## src/rtl/dm_arbiter_if.sv

```systemverilog
// dm_arbiter_if: one requester's port to the data-memory arbiter
interface dm_arbiter_if #(
  parameter int ADDR_W = 12,
  parameter int DATA_W = 32
);
  logic                req;
  logic                we;
  logic [DATA_W/8-1:0] be;
  logic [ADDR_W-1:0]   addr;
  logic [DATA_W-1:0]   wdata;
  logic                ack;
  logic [DATA_W-1:0]   rdata;
  modport master (output req, we, be, addr, wdata, input ack, rdata);
  modport slave  (input req, we, be, addr, wdata, output ack, rdata);
endinterface

```

## src/rtl/dm_arbiter.sv

```systemverilog
// dm_arbiter: round-robin sharing of the single-port data memory between two requesters,
// with read-modify-write for partial stores
module dm_arbiter #(
  parameter int ADDR_W = 12,
  parameter int DATA_W = 32
) (
  input  logic              clk,
  input  logic              rst_n,
  dm_arbiter_if.slave       m0,
  dm_arbiter_if.slave       m1,
  output logic [ADDR_W-1:0] dm_addr,
  output logic [DATA_W-1:0] dm_din,
  output logic              dm_DMWr,
  input  logic [DATA_W-1:0] dm_dout,
  output logic              busy
);
  localparam int BE_W = DATA_W / 8;
  localparam logic [2:0] IDLE   = 3'd0;
  localparam logic [2:0] ACCESS = 3'd1;
  localparam logic [2:0] RMW_RD = 3'd2;
  localparam logic [2:0] RMW_WR = 3'd3;
  localparam logic [2:0] ACK    = 3'd4;

  logic [2:0]        state;
  logic              own, last, we;
  logic [BE_W-1:0]   be;
  logic [ADDR_W-3:0] widx;
  logic [DATA_W-1:0] wdata, merge, mix, rd0, rd1;
  logic              g_v, gnt, g_we, full_wr, mem_act;
  logic [BE_W-1:0]   g_be;
  logic [ADDR_W-3:0] g_widx;
  logic [DATA_W-1:0] g_wdata;

  // gnt selects m1; on a tie the master that did not win last time gets it
  assign g_v     = m0.req | m1.req;
  assign gnt     = (m0.req & m1.req) ? ~last : m1.req;
  assign g_we    = gnt ? m1.we : m0.we;
  assign g_be    = gnt ? m1.be : m0.be;
  assign g_widx  = gnt ? m1.addr[ADDR_W-1:2] : m0.addr[ADDR_W-1:2];
  assign g_wdata = gnt ? m1.wdata : m0.wdata;

  always_ff @(posedge clk or negedge rst_n)
    if (!rst_n) begin
      state <= IDLE;
      last  <= 1'b1;
      own   <= 1'b0;
      we    <= 1'b0;
      be    <= '0;
      widx  <= '0;
      wdata <= '0;
      merge <= '0;
      rd0   <= '0;
      rd1   <= '0;
    end else begin
      case (state)
        IDLE: if (g_v) begin
          own   <= gnt;
          last  <= gnt;
          we    <= g_we;
          be    <= g_be;
          widx  <= g_widx;
          wdata <= g_wdata;
          state <= (g_we && g_be != '1 && g_be != '0) ? RMW_RD : ACCESS;
        end
        ACCESS: begin
          if (!we && !own) rd0 <= dm_dout;
          if (!we && own) rd1 <= dm_dout;
          state <= ACK;
        end
        RMW_RD: begin
          merge <= dm_dout;
          state <= RMW_WR;
        end
        RMW_WR: state <= ACK;
        default: state <= IDLE;
      endcase
    end

  for (genvar i = 0; i < BE_W; i++) begin : g_lane
    assign mix[8*i +: 8] = be[i] ? wdata[8*i +: 8] : merge[8*i +: 8];
  end

  // memory signals are held at zero outside the three memory-facing states
  assign full_wr  = state == ACCESS && we && be == '1;
  assign mem_act  = state == ACCESS || state == RMW_RD || state == RMW_WR;
  assign dm_addr  = mem_act ? {widx, 2'b00} : '0;
  assign dm_DMWr  = full_wr || state == RMW_WR;
  assign dm_din   = full_wr ? wdata : state == RMW_WR ? mix : '0;
  assign m0.ack   = state == ACK && !own;
  assign m1.ack   = state == ACK && own;
  assign m0.rdata = rd0;
  assign m1.rdata = rd1;
  assign busy     = state != IDLE;
endmodule
```

## src/flat_wrapper.sv

```systemverilog
// flat-port wrapper written by rule: the top's interface ports become plain ports
module dm_arbiter_flat 
#(
  parameter int ADDR_W = 12,
  parameter int DATA_W = 32
)
  (clk, rst_n, dm_addr, dm_din, dm_DMWr, dm_dout, busy, m0_req, m0_we, m0_be, m0_addr, m0_wdata, m0_ack, m0_rdata, m1_req, m1_we, m1_be, m1_addr, m1_wdata, m1_ack, m1_rdata);
  dm_arbiter_if #(.ADDR_W(ADDR_W), .DATA_W(DATA_W)) m0_i ();
  dm_arbiter_if #(.ADDR_W(ADDR_W), .DATA_W(DATA_W)) m1_i ();
  input  logic clk;
  input  logic rst_n;
  output logic [ADDR_W-1:0] dm_addr;
  output logic [DATA_W-1:0] dm_din;
  output logic dm_DMWr;
  input  logic [DATA_W-1:0] dm_dout;
  output logic busy;
  input wire logic [$bits(m0_i.req)-1:0] m0_req;
  input wire logic [$bits(m0_i.we)-1:0] m0_we;
  input wire logic [$bits(m0_i.be)-1:0] m0_be;
  input wire logic [$bits(m0_i.addr)-1:0] m0_addr;
  input wire logic [$bits(m0_i.wdata)-1:0] m0_wdata;
  output wire logic [$bits(m0_i.ack)-1:0] m0_ack;
  output wire logic [$bits(m0_i.rdata)-1:0] m0_rdata;
  input wire logic [$bits(m1_i.req)-1:0] m1_req;
  input wire logic [$bits(m1_i.we)-1:0] m1_we;
  input wire logic [$bits(m1_i.be)-1:0] m1_be;
  input wire logic [$bits(m1_i.addr)-1:0] m1_addr;
  input wire logic [$bits(m1_i.wdata)-1:0] m1_wdata;
  output wire logic [$bits(m1_i.ack)-1:0] m1_ack;
  output wire logic [$bits(m1_i.rdata)-1:0] m1_rdata;
  assign m0_i.req = m0_req;
  assign m0_i.we = m0_we;
  assign m0_i.be = m0_be;
  assign m0_i.addr = m0_addr;
  assign m0_i.wdata = m0_wdata;
  assign m0_ack = m0_i.ack;
  assign m0_rdata = m0_i.rdata;
  assign m1_i.req = m1_req;
  assign m1_i.we = m1_we;
  assign m1_i.be = m1_be;
  assign m1_i.addr = m1_addr;
  assign m1_i.wdata = m1_wdata;
  assign m1_ack = m1_i.ack;
  assign m1_rdata = m1_i.rdata;
  dm_arbiter #(.ADDR_W(ADDR_W), .DATA_W(DATA_W)) u_core (.clk(clk), .rst_n(rst_n), .m0(m0_i), .m1(m1_i), .dm_addr(dm_addr), .dm_din(dm_din), .dm_DMWr(dm_DMWr), .dm_dout(dm_dout), .busy(busy));
endmodule
```

## config.mk

```make
export PLATFORM = sky130hd
export DESIGN_NAME = dm_arbiter_flat
export DESIGN_NICKNAME = d
export VERILOG_FILES = /design/src/rtl/dm_arbiter_if.sv /design/src/rtl/dm_arbiter.sv /design/src/flat_wrapper.sv
export SDC_FILE = /design/constraint.sdc
export NUM_CORES = 1
export LEC_CHECK = 0
export CORE_AREA = 2 2 125 127
export DETAILED_ROUTE_END_ITERATION = 7
export DIE_AREA = 0 0 127 129
export PLACE_DENSITY = 0.8
export REMOVE_ABC_BUFFERS = 1
export SLEW_MARGIN = 15
export SYNTH_ARGS = -nofsm -noshare
export SYNTH_HDL_FRONTEND = slang
export SYNTH_SLANG_ARGS = --single-unit
```

## constraint.sdc

```tcl
create_clock -name clk -period 2.61 [get_ports clk]
set_clock_uncertainty 0.15 [all_clocks]
set_input_delay 0.261 -clock clk [delete_from_list [all_inputs] [get_ports clk]]
set_output_delay 0.261 -clock clk [all_outputs]
set_load 0.01 [all_outputs]
```

==> results of run 1 <==
flip-flops by register name, summed over array words and instances (netlist names):
signal	cells
u_core.m0.rdata	32
u_core.m1.rdata	32
u_core.merge	32
u_core.wdata	32
u_core.widx	10
u_core.be	4
u_core.state	3
u_core.last	1
u_core.own	1
u_core.we	1
cell usage after synthesis:
cell type	instances	area [sq um]
and3_1	1	6.26
inv_1	2	7.51
or4_1	2	15.0
nor4b_2	1	15.0
nor2_1	84	315
and2_1	10	62.6
a21oi_1	47	235
dfstp_2	1	26.3
inv_2	1	3.75
mux2_1	60	676
a21boi_1	1	7.51
buf_6	5	56.3
nor2b_1	2	12.5
a31oi_1	2	12.5
dfrtp_1	147	3680
nand4_1	2	12.5
nand2b_1	1	6.26
clkbuf_1	3	11.3
buf_4	5	37.5
nor2_2	1	6.26
o41ai_1	1	8.76
mux2i_1	78	781
nor3_2	1	10.0
a21o_1	1	7.51
nor3_1	1	5.00
nor3b_2	1	12.5
o21ai_1	1	5.00
nand2_1	8	30.0
o22ai_1	1	6.26
o21ai_0	1	5.00
mux2_2	36	405
nand3_1	1	5.00
conb_1	1	3.75
buf_2	22	110
logic make-up (layout without fill, tap and decap cells):
kind of cell | count (synthesis) | count (layout)
buf+inv | 38 | 297
flops | 148 | 148
simple gates | 116 | 116
mux | 174 | 174
compound gates | 55 | 56
other cells | 1 | 2
metrics by stage:
stage | setup slack [ns] | setup TNS, ns
floorplan | -1.88 | -101.39
global placement | 0.235 | 0
detailed placement | 0.123 | 0
CTS | 0.00798 | 0
global route | -0.0168 | -0.0543
finish | 0.105 | 0
worst min path at each step:
| stage | to | slack, ns | cells after the start |
|---|---|---|---|
| 2_1_floorplan | u_core.be[0] | -0.18 | 0 |
| 6_report | u_core.wdata[22] | 0.23 | 2 |
| 5_1_grt | u_core.wdata[2] | 0.26 | 2 |
| 4_1_cts | u_core.wdata[22] | 0.23 | 2 |
| 3_3_place_gp | u_core.wdata[22] | 0.10 | 1 |
| 3_5_place_dp | u_core.wdata[22] | 0.10 | 1 |
cells in the final DEF, fill, tap and decap left out, types with 10 or more instances in the layout:
cell type	count
a21oi_1	47
and2_1	10
buf_4	19
clkbuf_16	17
clkdlybuf4s50_1	236
dfrtp_1	144
mux2_1	60
mux2_2	36
mux2i_1	78
nor2_1	82
worst max-delay path, stage by stage, from the launching register on:
cell and delay (ns):
dfrtp_1 0.38, nand3_1 0.16, nor2_4 0.20, o21ai_4 0.09
buf_4 0.17, nor2_1 0.11, clkdlybuf4s50_1 0.55
cell type report:
cell class	count	area share, %
flip-flops and latches	148	37.2
multi-input cells	348	27.6
repair buffers	262	26.2
clock buffers	24	4.74
well taps	188	2.36
clock inverters	8	1.73
inverters	3	0.113
power groups by stage:
stage	logic [mW]	clock network (mW)	registers (mW)
2_1_floorplan	2.32	0	4.33
4_1_cts	5.23	2.69	4.14
6_report	5.17	2.65	4.15
3_3_place_gp	4.97	0	4.07
5_1_grt	5.59	2.79	4.29
3_5_place_dp	5.08	0	4.16
timing repair:
| item | in CTS | in global routing |
|---|---|---|
| resized for setup | 6 | 5 |
| pin swaps | 2 | 0 |
| buffers inserted | 4 | 0 |
| hold buffers | 1 | 0 |
| hold endpoints to repair | 53 | 0 |
| endpoints found under the setup margin | 43 | 42 |
| gates cloned | 1 | 0 |
routing by layer:
metal	up-vias	share of wire, %	track usage (%)
li1	2350	-	-
met1	2469	42	25.8
met5	-	0	0
met2	176	50	38.0
met4	0	2.0	7.82
met3	28	5.7	5.28
==> flow_summary.json, run 1 <==
{
  "status": "finished clean",
  "powerDensity_nw_per_um2": 1200,
  "synth_compound_area_share_pct": 4.36,
  "netlist_area_sq_um": 6600,
  "numCtsBuffers": 17,
  "p_int_mw": 8.08,
  "n_antenna_cell": 0,
  "period_share_pct": 96.0,
  "io_pins": 246,
  "synth_mux_area_share_pct": 28.2,
  "routed_wl_mm": 17.4,
  "grt_pass1_vias": 5275,
  "slew_violations": 0,
  "finalInstanceArea_sq_um": 9960,
  "syn_to_final_growth_pct": 50.9,
  "drive_gt1_share_pct": 13.0,
  "place.gp.congestion": 0.792,
  "fin_util_pct": 66.5,
  "placed_cells": 943,
  "worst_pin_slew_ns": 0.531,
  "cts_tree": "yes",
  "wire_per_inst_um": 17.8,
  "hold_class": "input pin to asynchronous set/reset pin",
  "crit_end": "dm_din[11]",
  "io_buffers": 239,
  "period_needed_ns": 2.50,
  "cp_max_fo": 4,
  "start_util_pct": 44.1,
  "drc_errors": 0,
  "seq_area_frac_synth_pct": 56.1,
  "yosysUniqueCellTypes": 34,
  "final_cells": 981,
  "timing.rr.end": "u_core.m0.rdata[31]",
  "swShare_pct": 32.5,
  "grt_pass1_wl_mm": 27.3,
  "critPathArrivalTime_ns": 2.09,
  "grt_usage_pct": 21.6,
  "max_slew_margin_pct": 64.6,
  "yosys.area_share.simple_pct": 7.79,
  "clock_path_buffers": 2,
  "grt_start_max_net_pins": 65,
  "max_cap_violations": 0,
  "synthAdderAreaFrac_pct": 0,
  "dr.pass1.iters": 6,
  "clk_latency_ns": 0.41,
  "htreeDepth": 4,
  "p_switching_mw": 3.89,
  "clkPwrFrac_pct": 22.1,
  "setup_viol": 0,
  "fmax_ghz": 0.399,
  "reg2reg_slack_ns": 0.54,
  "hold_viol_final": 0,
  "ant_nets": 0,
  "core_area_sq_um": 15000,
  "die_h_um": 129,
  "route.vias.total": 5023,
  "pwr-share-seq_pct": 34.7,
  "cts.sinks": 148,
  "fp-row-count": 45,
  "clk_pin_slew_ns": 0.06,
  "combPwrFrac_pct": 43.2,
  "synth_top_family_by_area": "multiplexers",
  "max-vdd-ir-drop_v": 0.000515,
  "die_x_um": 127,
  "viasPerCell": 5.12,
  "place_hpwl_mm": 12.4,
  "multi_input_area_sq_um": 2750,
  "r2r.worst_path.cells": 4,
  "grt-ovfl-total": 0,
  "cp-end-kind": "primary output",
  "fillers": 1126,
  "cts.root.buffer_cell": "clkbuf_16",
  "syn_area_per_cell_sq_um": 12.4,
  "worstSetupPathType": "flop to primary output",
  "synth_xor_area_share_pct": 0,
  "ys_ff_latch": 148,
  "required_ns": 2.20,
  "leakagePower_nw": 4.29,
  "antenna_found_initial": 0,
  "final_nets": 914,
  "crit_start": "u_core.we",
  "ys_warn_count": 0,
  "fin_total_pwr_mw": 12.0,
  "rr_startpoint": "u_core.state[2]",
  "syn_inst": 532,
  "die-area_sq_um": 16400,
  "drtIter0Drc": 193,
  "regArea_sq_um": 3710,
  "placed_area_sq_um": 9210,
  "critPathLaunchType": "flop",
  "hold_slack_ns": 0.233
}
Power figures use the tool's default switching activity.
==> run 2: changes to the inputs <==
GPL_TIMING_DRIVEN = 1   (was not set)
==> results of run 2 <==
No change in the layout: final DEF, timing and power equal those of run 1.
==> run 3: changes to the inputs <==
ABC_AREA = 1   (was not set)
CORE_AREA = 10 10 134 136   (was 2 2 125 127)
DIE_AREA = 0 0 144 146   (was 0 0 127 129)
==> run 3 against run 2 <==
Effect of this change:
- critical path depth down 1
- power down 4.0%
- first-iteration DRC count up 74%
- flip-flop and latch count unchanged
- global-route usage down 1.8 points
- sequential power down 4%
- critical path type unchanged
- fmax up 0.26%
- die area up 28%
- combinational power down 1%
==> flow_summary.json, run 3 <==
{
  "max_cap_violations": 0,
  "grt_pass1_vias": 5993,
  "cts.root.buffer_cell": "clkbuf_16",
  "reg2reg_slack_ns": 0.67,
  "setup_viol": 0,
  "rsz0062_at_grt": "no",
  "syn_to_final_growth_pct": 45.6,
  "fin_total_pwr_mw": 11.5,
  "async_reset_ff_share_pct": 100,
  "numCtsBuffers": 17,
  "timing.rr.end": "u_core.m1.rdata[28]",
  "powerDensity_nw_per_um2": 1170,
  "ys_top_cells_by_count": "dfrtp_1 (147), nand2_1 (139), o21ai_0 (109)",
  "core_area_sq_um": 15500,
  "drtIter0Drc": 335,
  "die_x_um": 144,
  "synth-edff-count": 0,
  "io_buffers": 239,
  "hold_class": "input pin to asynchronous set/reset pin",
  "grt-ovfl-total": 0,
  "htreeDepth": 4,
  "netlist.area_leader.share_pct": 54.4,
  "clk_pin_slew_ns": 0.06,
  "cts_tree": "yes",
  "rr_startpoint": "u_core.state[2]",
  "drc_errors": 0,
  "max-vdd-ir-drop_v": 0.000562,
  "cp-end-kind": "primary output",
  "grt_start_max_net_pins": 68,
  "period_share_pct": 95.7,
  "worst_pin_slew_ns": 1.06,
  "final_cell_mix": "clkdlybuf4s50_1 (205), dfrtp_1 (146), nand2_1 (139), o21ai_0 (109), nor2_1 (84)",
  "cts.sinks": 148,
  "yosys-top-cells-area": "dfrtp_1 (54%), o21ai_0 (8.1%), nand2_1 (7.7%)",
  "ys_warn_count": 0,
  "dr.pass1.iters": 5,
  "final_nets": 1122,
  "clock_path_buffers": 2,
  "place_hpwl_mm": 15.0,
  "leakagePower_nw": 4.61,
  "critical_path.slowest_cell": "clkdlybuf4s50_1",
  "grt_usage_pct": 19.7,
  "syn_area_per_cell_sq_um": 8.93,
  "period_needed_ns": 2.50,
  "fp-row-count": 46,
  "routed_wl_mm": 20.9,
  "die-area_sq_um": 21000,
  "netlist_area_sq_um": 6760,
  "setup_tns_ns": 0,
  "viasPerCell": 4.91,
  "synth_flop_cell": "dfrtp_1",
  "yosysMostFrequentCell": "dfrtp_1",
  "critPathArrivalTime_ns": 2.09,
  "start_util_pct": 43.7,
  "drive_gt1_share_pct": 9.40,
  "yosys.area.top_type": "dfrtp_1",
  "clk_latency_ns": 0.41,
  "cp_max_fo": 10,
  "max_stage_delay_ns": 0.55,
  "yosysUniqueCellTypes": 30,
  "n_antenna_cell": 0,
  "slew_violations": 0,
  "place.gp.congestion": 0.781,
  "hold_viol_final": 0,
  "worstSetupPathType": "flop to primary output",
  "status": "finished clean",
  "syn_inst": 757,
  "max_slew_margin_pct": 29.0,
  "critPathLaunchType": "flop",
  "grt_pass1_wl_mm": 32.8,
  "r2r.worst_path.cells": 7,
  "final_common_cell": "clkdlybuf4s50_1",
  "required_ns": 2.20,
  "antenna_found_initial": 0,
  "io_pins": 246,
  "fmax_ghz": 0.400,
  "ant_nets": 0,
  "ys_ff_latch": 148,
  "wire_per_inst_um": 17.5,
  "cp_cell_sequence": "buf_4, nor3_2, nor2_2, nor2_1, clkdlybuf4s50_1",
  "die_h_um": 146,
  "route.vias.total": 5857,
  "seq_area_frac_synth_pct": 54.8
}
-- run 3: cell types whose count changed in the layout (fill, tap and decap cells not counted), sizes merged, moves of 29 or more --
cell,before,now
o21ai,3,148
nand2,8,142
mux2,96,0
inv,3,86
mux2i,78,0
a21oi,47,5
o22ai,1,39
dlygate4sd2,0,32
clkdlybuf4s50,236,205
a211oi,0,29
-- run 3: cell type report --
class | count | area [sq um]
clock buffer | 22 | 464
fill | 1304 | 5640
inverter | 86 | 323
sequential | 148 | 3710
tap | 192 | 240
timing repair buffer | 262 | 2580
multi-input combinational | 473 | 2430
clock inverter | 9 | 105
-- run 3: kinds of logic after synthesis --
family | share of synthesized area, %
simple gates | 15.3
compound gates | 20.4
flops | 54.8
buf+inv | 9.46
other cells | 0.0555
-- run 3: metrics by stage --
| step | hold slack, ns | instances | util [%] | cell area, sq um | worst slack (ns) |
|---|---|---|---|---|---|
| floorplan | -0.185 | 707 | - | 6450 | 0.0955 |
| global placement | 0.172 | 1156 | 59.9 | 9270 | 0.175 |
| detailed placement | 0.172 | 1156 | 59.9 | 9270 | 0.118 |
| CTS | 0.270 | 1192 | 63.6 | 9840 | 0.0805 |
| global route | 0.290 | 1192 | 63.6 | 9840 | 0.000444 |
| finish | 0.273 | 1192 | 63.6 | 9840 | 0.112 |
-- run 3: worst max-delay path, delay by kind of cell (launching register included) --
family	cells	cell delay (ns)
AND/OR/NAND/NOR	3	0.54
flip-flops	1	0.43
buffers and inverters	2	0.70
-- run 3: worst max path at each step --
stage,startpoint,endpoint,depth (start not counted)
finish,u_core.state[2],dm_addr[11],5
global placement,u_core.state[0],dm_din[9],8
global route,u_core.state[2],dm_din[19],7
floorplan,u_core.be[2],dm_DMWr,4
detailed placement,u_core.state[0],dm_din[14],8
CTS,u_core.state[2],dm_din[1],7
-- run 3: layer usage --
layer	global-route usage, %	share of wire (%)	routed length [um]
met1	23.8	42	8780
met4	4.19	0.67	140
met3	9.66	11	2390
met5	0	0	0
met2	31.1	46	9590
-- run 3: timing repair --
item                                   in CTS  in global routing
gates cloned                                0                  0
pin swaps                                   1                  0
hold buffers                                1                  0
buffers inserted                            4                  0
endpoints found under the hold margin      63                  0
setup endpoints to repair                  43                  1
resized for setup                          35                  1
-- run 3: power breakdown --
group / switching, mW / internal [mW]
Sequential: 0.526 / 3.47
Combinational: 2.81 / 2.30
Clock: 0.939 / 1.45
Total: 4.27 / 7.22
